## config.mk

```make
export PLATFORM = sky130hd
export DESIGN_NAME = multicycle_control
export DESIGN_NICKNAME = d
export VERILOG_FILES = /design/src/rtl/multicycle_control.sv
export SDC_FILE = /design/constraint.sdc
export NUM_CORES = 1
export LEC_CHECK = 0
export CAP_MARGIN = 10
export CORE_UTILIZATION = 44
export CTS_BUF_LIST = sky130_fd_sc_hd__clkbuf_4 sky130_fd_sc_hd__clkbuf_8
export DETAILED_ROUTE_END_ITERATION = 10
export PLACE_DENSITY = 0.78
export SETUP_SLACK_MARGIN = 0.02
export SYNTH_ARGS = -nofsm -noshare
export SYNTH_HDL_FRONTEND = slang
export SYNTH_SLANG_ARGS = --single-unit
```

## constraint.sdc

```tcl
create_clock -name clk -period 2.45 [get_ports clk]
set_clock_uncertainty 0.1 [all_clocks]
set_input_delay 0.49 -clock clk [delete_from_list [all_inputs] [get_ports clk]]
set_output_delay 0.49 -clock clk [all_outputs]
set_load 0.05 [all_outputs]
```

## src/rtl/multicycle_control.sv

```systemverilog
// ---------------------------------------------------------------------------
// multicycle_control
//   Moore control sequencer for a multi-cycle MIPS datapath with a single
//   memory port, a shared ALU, the register file and the PC. Each instruction
//   steps through fetch / decode / execute / memory / write-back states.
//   Memory states wait on mem_ready. The block also counts retired
//   instructions and keeps a sticky flag for unsupported opcodes.
//
// Ports
//   clk, reset          rising-edge clock, async active-high reset
//   opcode[5:0]         instruct[31:26]; only looked at in DECODE
//   mem_ready           memory access completes this cycle
//   pc_write, pc_write_cond, i_or_d, mem_read, mem_write, ir_write,
//   mem_to_reg, reg_dest, reg_write, alu_src_a, alu_src_b[1:0],
//   alu_op[1:0], pc_source[1:0]   datapath controls
//   illegal_op          sticky, unsupported opcode seen in DECODE
//   retired[CNT_W-1:0]  completed instructions, wraps
//   state[STATE_W-1:0]  current state (debug)
// ---------------------------------------------------------------------------
module multicycle_control #(
    parameter int CNT_W   = 32,
    parameter int STATE_W = 4
) (
    input  logic               clk,
    input  logic               reset,
    input  logic [5:0]         opcode,
    input  logic               mem_ready,
    output logic               pc_write,
    output logic               pc_write_cond,
    output logic               i_or_d,
    output logic               mem_read,
    output logic               mem_write,
    output logic               ir_write,
    output logic               mem_to_reg,
    output logic               reg_dest,
    output logic               reg_write,
    output logic               alu_src_a,
    output logic [1:0]         alu_src_b,
    output logic [1:0]         alu_op,
    output logic [1:0]         pc_source,
    output logic               illegal_op,
    output logic [CNT_W-1:0]   retired,
    output logic [STATE_W-1:0] state
);

    typedef enum logic [3:0] {
        FETCH     = 4'd0,
        DECODE    = 4'd1,
        MEM_ADDR  = 4'd2,
        MEM_RD    = 4'd3,
        MEM_WB    = 4'd4,
        MEM_WR    = 4'd5,
        EXEC      = 4'd6,
        R_WB      = 4'd7,
        BRANCH    = 4'd8,
        JUMP      = 4'd9,
        ADDI_EXEC = 4'd10,
        ADDI_WB   = 4'd11
    } state_t;

    localparam logic [5:0] OP_R    = 6'b000000;
    localparam logic [5:0] OP_LW   = 6'b100011;
    localparam logic [5:0] OP_SW   = 6'b101011;
    localparam logic [5:0] OP_BEQ  = 6'b000100;
    localparam logic [5:0] OP_J    = 6'b000010;
    localparam logic [5:0] OP_ADDI = 6'b001000;

    state_t             state_q, state_d;
    logic               is_sw_q, is_sw_d;   // lw/sw choice latched in DECODE
    logic               illegal_q, illegal_d;
    logic [CNT_W-1:0]   retired_q, retired_d;

    always_comb begin
        state_d   = state_q;
        is_sw_d   = is_sw_q;
        illegal_d = illegal_q;
        retired_d = retired_q;
        case (state_q)
            FETCH:     if (mem_ready) state_d = DECODE;
            DECODE: begin
                is_sw_d = (opcode == OP_SW);
                case (opcode)
                    OP_LW, OP_SW: state_d = MEM_ADDR;
                    OP_R:         state_d = EXEC;
                    OP_BEQ:       state_d = BRANCH;
                    OP_J:         state_d = JUMP;
                    OP_ADDI:      state_d = ADDI_EXEC;
                    default: begin
                        state_d   = FETCH;
                        illegal_d = 1'b1;
                    end
                endcase
            end
            MEM_ADDR:  state_d = is_sw_q ? MEM_WR : MEM_RD;
            MEM_RD:    if (mem_ready) state_d = MEM_WB;
            MEM_WR: begin
                if (mem_ready) begin
                    state_d   = FETCH;
                    retired_d = retired_q + CNT_W'(1);
                end
            end
            EXEC:      state_d = R_WB;
            ADDI_EXEC: state_d = ADDI_WB;
            MEM_WB, R_WB, BRANCH, JUMP, ADDI_WB: begin
                state_d   = FETCH;
                retired_d = retired_q + CNT_W'(1);
            end
            default:   state_d = FETCH;
        endcase
    end

    always_ff @(posedge clk or posedge reset) begin
        if (reset) begin
            state_q   <= FETCH;
            is_sw_q   <= 1'b0;
            illegal_q <= 1'b0;
            retired_q <= '0;
        end else begin
            state_q   <= state_d;
            is_sw_q   <= is_sw_d;
            illegal_q <= illegal_d;
            retired_q <= retired_d;
        end
    end

    // Moore decode of the state register. Gated by reset so enables drop in
    // the same cycle reset rises, before the register has been cleared.
    always_comb begin
        pc_write      = 1'b0;
        pc_write_cond = 1'b0;
        i_or_d        = 1'b0;
        mem_read      = 1'b0;
        mem_write     = 1'b0;
        ir_write      = 1'b0;
        mem_to_reg    = 1'b0;
        reg_dest      = 1'b0;
        reg_write     = 1'b0;
        alu_src_a     = 1'b0;
        alu_src_b     = 2'b00;
        alu_op        = 2'b00;
        pc_source     = 2'b00;
        if (!reset) begin
            case (state_q)
                FETCH: begin
                    mem_read  = 1'b1;
                    alu_src_b = 2'b01;
                    // IR and PC load only on the cycle the fetch completes
                    ir_write  = mem_ready;
                    pc_write  = mem_ready;
                end
                DECODE:    alu_src_b = 2'b11;
                MEM_ADDR: begin
                    alu_src_a = 1'b1;
                    alu_src_b = 2'b10;
                end
                MEM_RD: begin
                    mem_read = 1'b1;
                    i_or_d   = 1'b1;
                end
                MEM_WB: begin
                    reg_write  = 1'b1;
                    mem_to_reg = 1'b1;
                end
                MEM_WR: begin
                    mem_write = 1'b1;
                    i_or_d    = 1'b1;
                end
                EXEC: begin
                    alu_src_a = 1'b1;
                    alu_op    = 2'b10;
                end
                R_WB: begin
                    reg_write = 1'b1;
                    reg_dest  = 1'b1;
                end
                BRANCH: begin
                    alu_src_a     = 1'b1;
                    alu_op        = 2'b01;
                    pc_write_cond = 1'b1;
                    pc_source     = 2'b01;
                end
                JUMP: begin
                    pc_write  = 1'b1;
                    pc_source = 2'b10;
                end
                ADDI_EXEC: begin
                    alu_src_a = 1'b1;
                    alu_src_b = 2'b10;
                end
                ADDI_WB:   reg_write = 1'b1;
                default: ;
            endcase
        end
    end

    assign illegal_op = illegal_q;
    assign retired    = retired_q;
    assign state      = STATE_W'(state_q);

endmodule

```

==> flow_metrics.env, run 1 <==
export IMPL_status="complete, no violations"
export IMPL_routed_wl_mm=4.85
export IMPL_clock_sinks=38
export IMPL_layout_common_cells="clkdlybuf4s50_1, dfrtp_1, xor2_1"
export IMPL_drt_iter0_drc=134
export IMPL_final_common_cell="clkdlybuf4s50_1"
export IMPL_wl_per_cell_um=13.9
export IMPL_fp_coreArea_mm2=0.00472
export IMPL_grt_usage=0.201
export IMPL_drv_slew=0
export IMPL_hold_slack_ns=0.379
export IMPL_critPathMaxFanout=14
export IMPL_ys_seq_area_frac=0.441
export IMPL_clock_latency_ns=0.29
export IMPL_powerDensity_mw_per_mm2=655
export IMPL_cts_root_buf="clkbuf_8"
export IMPL_hpwlAfterDp_mm=3.52
export IMPL_start_util=0.457
export IMPL_worst_pin_slew_ns=0.518
export IMPL_cp_slowest_stage_delay_ns=0.88
export IMPL_grt_max_degree=39
export IMPL_cp_required_ns=1.86
export IMPL_drtPass1Iterations=4
export IMPL_seqCellArea_um2=956
export IMPL_grt_pass1_wl_mm=8.20
export IMPL_path_buf_inv=1
export IMPL_ys_seq_elements=38
export IMPL_die_h_um=72.0
export IMPL_cts_tree="built"
export IMPL_overflow=0
export IMPL_path_clk_slew_ns=0.08
export IMPL_place_area_mm2=0.00302
export IMPL_cp_arrival_ns=1.76
export IMPL_syn_inst=217
export IMPL_cts_max_path_buffers=2
export IMPL_crit_family="buffers and inverters"
export IMPL_relSlewSlack=0.653
export IMPL_worstSetupPathType="reg -> out"
export IMPL_area_growth_pct=46.6
export IMPL_fin_area_mm2=0.00316
export IMPL_dieArea_mm2=0.00519
export IMPL_ys_flop_type="dfrtp_1"
export IMPL_finalCritPeriodShare=0.960
export IMPL_portBuffers=61
export IMPL_period_needed_ns=2.35
export IMPL_slowest_stage="clkdlybuf4s50_1"
export IMPL_antenna_cells=0
export IMPL_nNetsFinal=292
export IMPL_ys_warn_count=0
export IMPL_multiInputGateArea_mm2=0.00120
export IMPL_synth_cell_type_count=51
export IMPL_drc=0
export IMPL_ctsHoldBuffers=0
export IMPL_syn_cell_area_mm2=0.00216
export IMPL_async_flop_share=1.00
export IMPL_drive_gt1_frac=0.237
export IMPL_io_pins=62
export IMPL_ant_nets=0
export IMPL_maxCapViolations=0
export IMPL_cts_buffers=5
export IMPL_hold_viol=0
export IMPL_rsz0062_at_grt="false"
export IMPL_vias_per_cell=5.21
export IMPL_synth_area_per_cell_um2=9.95
export IMPL_fin_setup_tns_ns=0
export IMPL_grt_antenna_before_repair=0
export IMPL_synth_edf_count=0
export IMPL_grt_pass1_vias=1796
export IMPL_leakage_nw=1.36
export IMPL_syn_nets=227
export IMPL_gp_congestion=0.841
export IMPL_fmax_mhz=425
export IMPL_setup_viol=0
export IMPL_worstPathCellList="clkdlybuf4s50_1"
export IMPL_cts_max_level=2
export IMPL_postCtsSetupBuffers=0
export IMPL_ir_worst_vdd_mv=0.634
export IMPL_via_count=1825
export IMPL_fillers=377
export IMPL_rows=25
export IMPL_min_path_type="reg -> reg"
export IMPL_dieWidth_um=72.0
export IMPL_cp_end_kind="primary output"
export IMPL_cp_start_kind="flip-flop"
-- per-layer routing --
| metal | track usage | vias to the layer above | share of wire |
|---|---|---|---|
| li1 | - | 886 | - |
| met1 | 0.263 | 886 | 0.44 |
| met2 | 0.336 | 47 | 0.52 |
| met3 | 0.0375 | 6 | 0.029 |
| met4 | 0.0697 | 0 | 0.013 |
| met5 | 0 | - | 0 |
-- area by class of cell --
class | count | share of cell area
Sequential cell | 38 | 0.302
Clock inverter | 3 | 0.0217
Clock buffer | 5 | 0.0217
Tap cell | 67 | 0.0265
Timing Repair Buffer | 67 | 0.234
Inverter | 11 | 0.0142
Multi-Input combinational cell | 159 | 0.380
-- synthesized netlist by cell type, types with 2 or more instances --
cell	count	area (um2)
nand3_1	11	55.1
o41ai_1	2	17.5
nor4_1	3	18.8
xnor2_1	11	96.3
clkbuf_1	5	18.8
and4_1	3	26.3
xor2_1	23	201
buf_4	3	22.5
nor3_2	4	40.0
nand2_1	14	52.6
nand2b_1	3	18.8
and3_1	3	18.8
nand4_4	2	42.5
a21oi_1	4	20.0
inv_1	11	41.3
nand4_1	5	31.3
or4_1	2	15.0
o21ai_0	5	25.0
nor2b_1	3	18.8
o2111ai_1	2	17.5
nor3_1	12	60.1
dfrtp_1	38	951
nor2_1	20	75.1
-- metrics by stage --
step / cells / util / power, mW / setup WS (ns)
2_1_floorplan: 217 / - / 1.21 / -0.232
3_3_place_gp: 342 / 0.640 / 1.44 / 0.0298
3_5_place_dp: 342 / 0.640 / 1.45 / -0.00702
4_1_cts: 350 / 0.669 / 2.09 / 0.0820
5_1_grt: 350 / 0.670 / 2.17 / 0.0438
6_report: 350 / 0.670 / 2.07 / 0.0972
-- logic make-up after synthesis --
kind of cell / count (synthesis) / synth area share
multiplexers: 1 / 0.00522
XOR/XNOR: 35 / 0.146
buffers and inverters: 20 / 0.0406
adder cells (fa/ha/maj): 1 / 0.00580
flip-flops: 38 / 0.441
AND/OR/NAND/NOR: 98 / 0.282
AO/OA/AOI/OAI: 24 / 0.0806
-- power breakdown --
group | internal (mW) | total, mW | leakage [nW] | switching [mW]
Clock | 0.408 | 0.635 | 0.0683 | 0.227
Sequential | 0.664 | 0.756 | 0.502 | 0.0918
Combinational | 0.265 | 0.681 | 0.794 | 0.417
Total | 1.34 | 2.07 | 1.36 | 0.735
-- repair_timing --
| item | in CTS | in global routing |
|---|---|---|
| setup endpoints to repair | 1 | 3 |
| resized for setup | 1 | 3 |
| endpoints found under the hold margin | 0 | 0 |
-- registers in the layout, indices dropped and copies added, names as in the netlist --
| register | flops |
|---|---|
| retired | 32 |
| state | 4 |
| illegal_op | 1 |
| is_sw_q | 1 |
-- path summary, 6_finish.rpt --
kind,start,end,slack (ns),cells after the start
setup / recovery,state[3]$_DFFE_PP0P_,state[3],0.1,1
hold / removal,retired[31]$_DFFE_PP0P_,retired[31]$_DFFE_PP0P_,0.38,1
setup reg to reg,retired[0]$_DFFE_PP0P_,retired[28]$_DFFE_PP0P_,0.47,6
hold reg to reg,retired[31]$_DFFE_PP0P_,retired[31]$_DFFE_PP0P_,0.38,1
max in group asynchronous,reset,state[2]$_DFFE_PP0P_,1.37,3
min in group asynchronous,reset,retired[20]$_DFFE_PP0P_,0.51,3
No activity file was read; power rests on OpenSTA's default activity.
==> inputs of run 2 (changes only) <==
--- a/config.mk
+++ b/config.mk
@@ -8,8 +8,9 @@
 export CAP_MARGIN = 10
 export CORE_UTILIZATION = 44
 export CTS_BUF_LIST = sky130_fd_sc_hd__clkbuf_4 sky130_fd_sc_hd__clkbuf_8
+export CTS_CLUSTER_SIZE = 8
 export DETAILED_ROUTE_END_ITERATION = 10
-export PLACE_DENSITY = 0.78
+export PLACE_DENSITY = 0.83
 export SETUP_SLACK_MARGIN = 0.02
 export SYNTH_ARGS = -nofsm -noshare
 export SYNTH_HDL_FRONTEND = slang
==> flow_metrics.env, run 2 (same netlist as run 1, synthesis figures left out) <==
export IMPL_gp_congestion=0.877
export IMPL_highest_layer="met4"
export IMPL_postCtsSetupBuffers=0
export IMPL_cp_end_kind="primary output"
export IMPL_r2r_start="retired[0]$_DFFE_PP0P_"
export IMPL_place_area_mm2=0.00303
export IMPL_period_needed_ns=2.37
export IMPL_cp_required_ns=1.86
export IMPL_portBuffers=61
export IMPL_relSlewSlack=0.642
export IMPL_cts_max_level=2
export IMPL_path_buf_inv=1
export IMPL_drt_iter0_drc=130
export IMPL_rsz0062_at_grt="false"
export IMPL_cts_root_buf="clkbuf_8"
export IMPL_drive_gt1_frac=0.233
export IMPL_finalCritPeriodShare=0.968
export IMPL_slowest_stage="clkdlybuf4s50_1"
export IMPL_post_cts_resized=1
export IMPL_grt_antenna_before_repair=0
export IMPL_io_pins=62
export IMPL_hold_slack_ns=0.389
export IMPL_powerDensity_mw_per_mm2=602
export IMPL_status="complete, no violations"
export IMPL_area_growth_pct=44.8
export IMPL_wl_per_cell_um=13.7
export IMPL_crit_family="buffers and inverters"
export IMPL_min_path_type="reg -> reg"
export IMPL_drc=0
export IMPL_grt_pass1_wl_mm=8.20
export IMPL_fin_area_mm2=0.00312
export IMPL_rows=25
export IMPL_die_h_um=72.0
export IMPL_fin_setup_tns_ns=0
export IMPL_ctsHoldBuffers=0
export IMPL_holdPathEnd="retired[31]$_DFFE_PP0P_"
export IMPL_p_sw_mw=0.710
export IMPL_fin_cells=350
export IMPL_intPower_mw=1.17
export IMPL_cp_start_kind="flip-flop"
export IMPL_via_count=1805
export IMPL_worstSetupPathType="reg -> out"
export IMPL_cts_buffers=5
export IMPL_ant_nets=0
export IMPL_antenna_cells=0
export IMPL_largest_reg_flops=32
export IMPL_ir_worst_vdd_mv=0.466
export IMPL_cts_max_path_buffers=2
export IMPL_dieArea_mm2=0.00519
export IMPL_drtPass1Iterations=4
export IMPL_layout_common_cells="clkdlybuf4s50_1, dfrtp_1, xor2_1"
export IMPL_nNetsFinal=292
export IMPL_placedCellCount=342
export IMPL_rr_worst_depth=6
export IMPL_worst_pin_slew_ns=0.535
export IMPL_leakage_nw=1.34
export IMPL_routed_wl_mm=4.79
export IMPL_finish_utilization=0.661
export IMPL_dpl_worst_slack_ns=-0.0315
export IMPL_clkPwrFrac=0.237
export IMPL_path_clk_slew_ns=0.07
export IMPL_vias_per_cell=5.16
export IMPL_r2r_end="retired[26]$_DFFE_PP0P_"
export IMPL_hold_viol=0
export IMPL_grt_max_degree=25
export IMPL_r2r_slack_ns=0.45
export IMPL_wl_met1_mm=2.18
export IMPL_swShare=0.378
export IMPL_drv_slew=0
export IMPL_grt_usage=0.205
export IMPL_worstHoldPathCells=1
export IMPL_met3_length_um=195
export IMPL_fmax_mhz=422
export IMPL_setup_ws_ns=0.0793
export IMPL_hp_start="retired[31]$_DFFE_PP0P_"
export IMPL_dr_wl_met2_mm=2.35
export IMPL_cts_tree="built"
export IMPL_clock_latency_ns=0.29
export IMPL_hpwlAfterDp_mm=3.62
export IMPL_cp_slowest_stage_delay_ns=0.88
export IMPL_total_power_mw=1.88
export IMPL_combPwrFrac=0.361
export IMPL_dieWidth_um=72.0
export IMPL_fp_coreArea_mm2=0.00472
export IMPL_overflow=0
export IMPL_maxCapViolations=0
export IMPL_worstPathCellList="clkdlybuf4s50_1"
export IMPL_clock_sinks=38
export IMPL_cp_arrival_ns=1.78
export IMPL_setup_viol=0
export IMPL_critPathMaxFanout=19
export IMPL_grt_pass1_vias=1767
export IMPL_start_util=0.457
export IMPL_power_frac_seq=0.402
export IMPL_final_common_cell="clkdlybuf4s50_1"
[run 2: layout make-up]
class / count / area, um2
timing repair buffer: 67 / 742
tap: 67 / 83.8
clock inverter: 1 / 5.00
multi-input combinational: 159 / 1200
clock buffer: 7 / 90.1
inverter: 11 / 45.0
fill: 378 / 1600
sequential: 38 / 956
[run 2: how the worst max path moves through the flow]
| stage | from | endpoint | cells past startpoint |
|---|---|---|---|
| floorplan | reset | pc_write | 4 |
| detailed placement | reset | pc_write | 6 |
| finish | state[2]$_DFFE_PP0P_ | state[2] | 1 |
| CTS | state[0]$_DFFE_PP0P_ | state[0] | 1 |
| global placement | reset | pc_write | 6 |
| global route | state[2]$_DFFE_PP0P_ | state[2] | 1 |
[run 2: power by group through the flow]
stage                     sequential, mW  clock, mW  combinational [mW]
after CTS                          0.754      0.461               0.682
after global routing               0.770      0.490               0.722
after detailed placement           0.766          0               0.680
after floorplan                    0.844          0               0.365
final                              0.755      0.445               0.679
after global placement             0.765          0               0.675
[run 2: layer usage]
layer  vias to the layer above  track usage
met1                       859        0.282
met3                         7       0.0458
met5                         -            0
li1                        894            -
met4                         0       0.0719
met2                        45        0.322
[run 2: worst reg2reg max path: cells and delay by family (launching register included)]
kind / cells / cell delay (ns)
and+or+nand+nor: 4 / 0.91
DFF: 1 / 0.42
adders and majority gates: 1 / 0.28
xor gates and xnor gates: 1 / 0.20
==> inputs of run 3 (changes only) <==
--- a/config.mk
+++ b/config.mk
@@ -10,6 +10,7 @@
 export CTS_BUF_LIST = sky130_fd_sc_hd__clkbuf_4 sky130_fd_sc_hd__clkbuf_8
 export CTS_CLUSTER_SIZE = 8
 export DETAILED_ROUTE_END_ITERATION = 10
+export GPL_TIMING_DRIVEN = 1
 export PLACE_DENSITY = 0.83
 export SETUP_SLACK_MARGIN = 0.02
 export SYNTH_ARGS = -nofsm -noshare
==> results of run 3 <==
No change in the layout: final DEF, timing and power equal those of run 2.
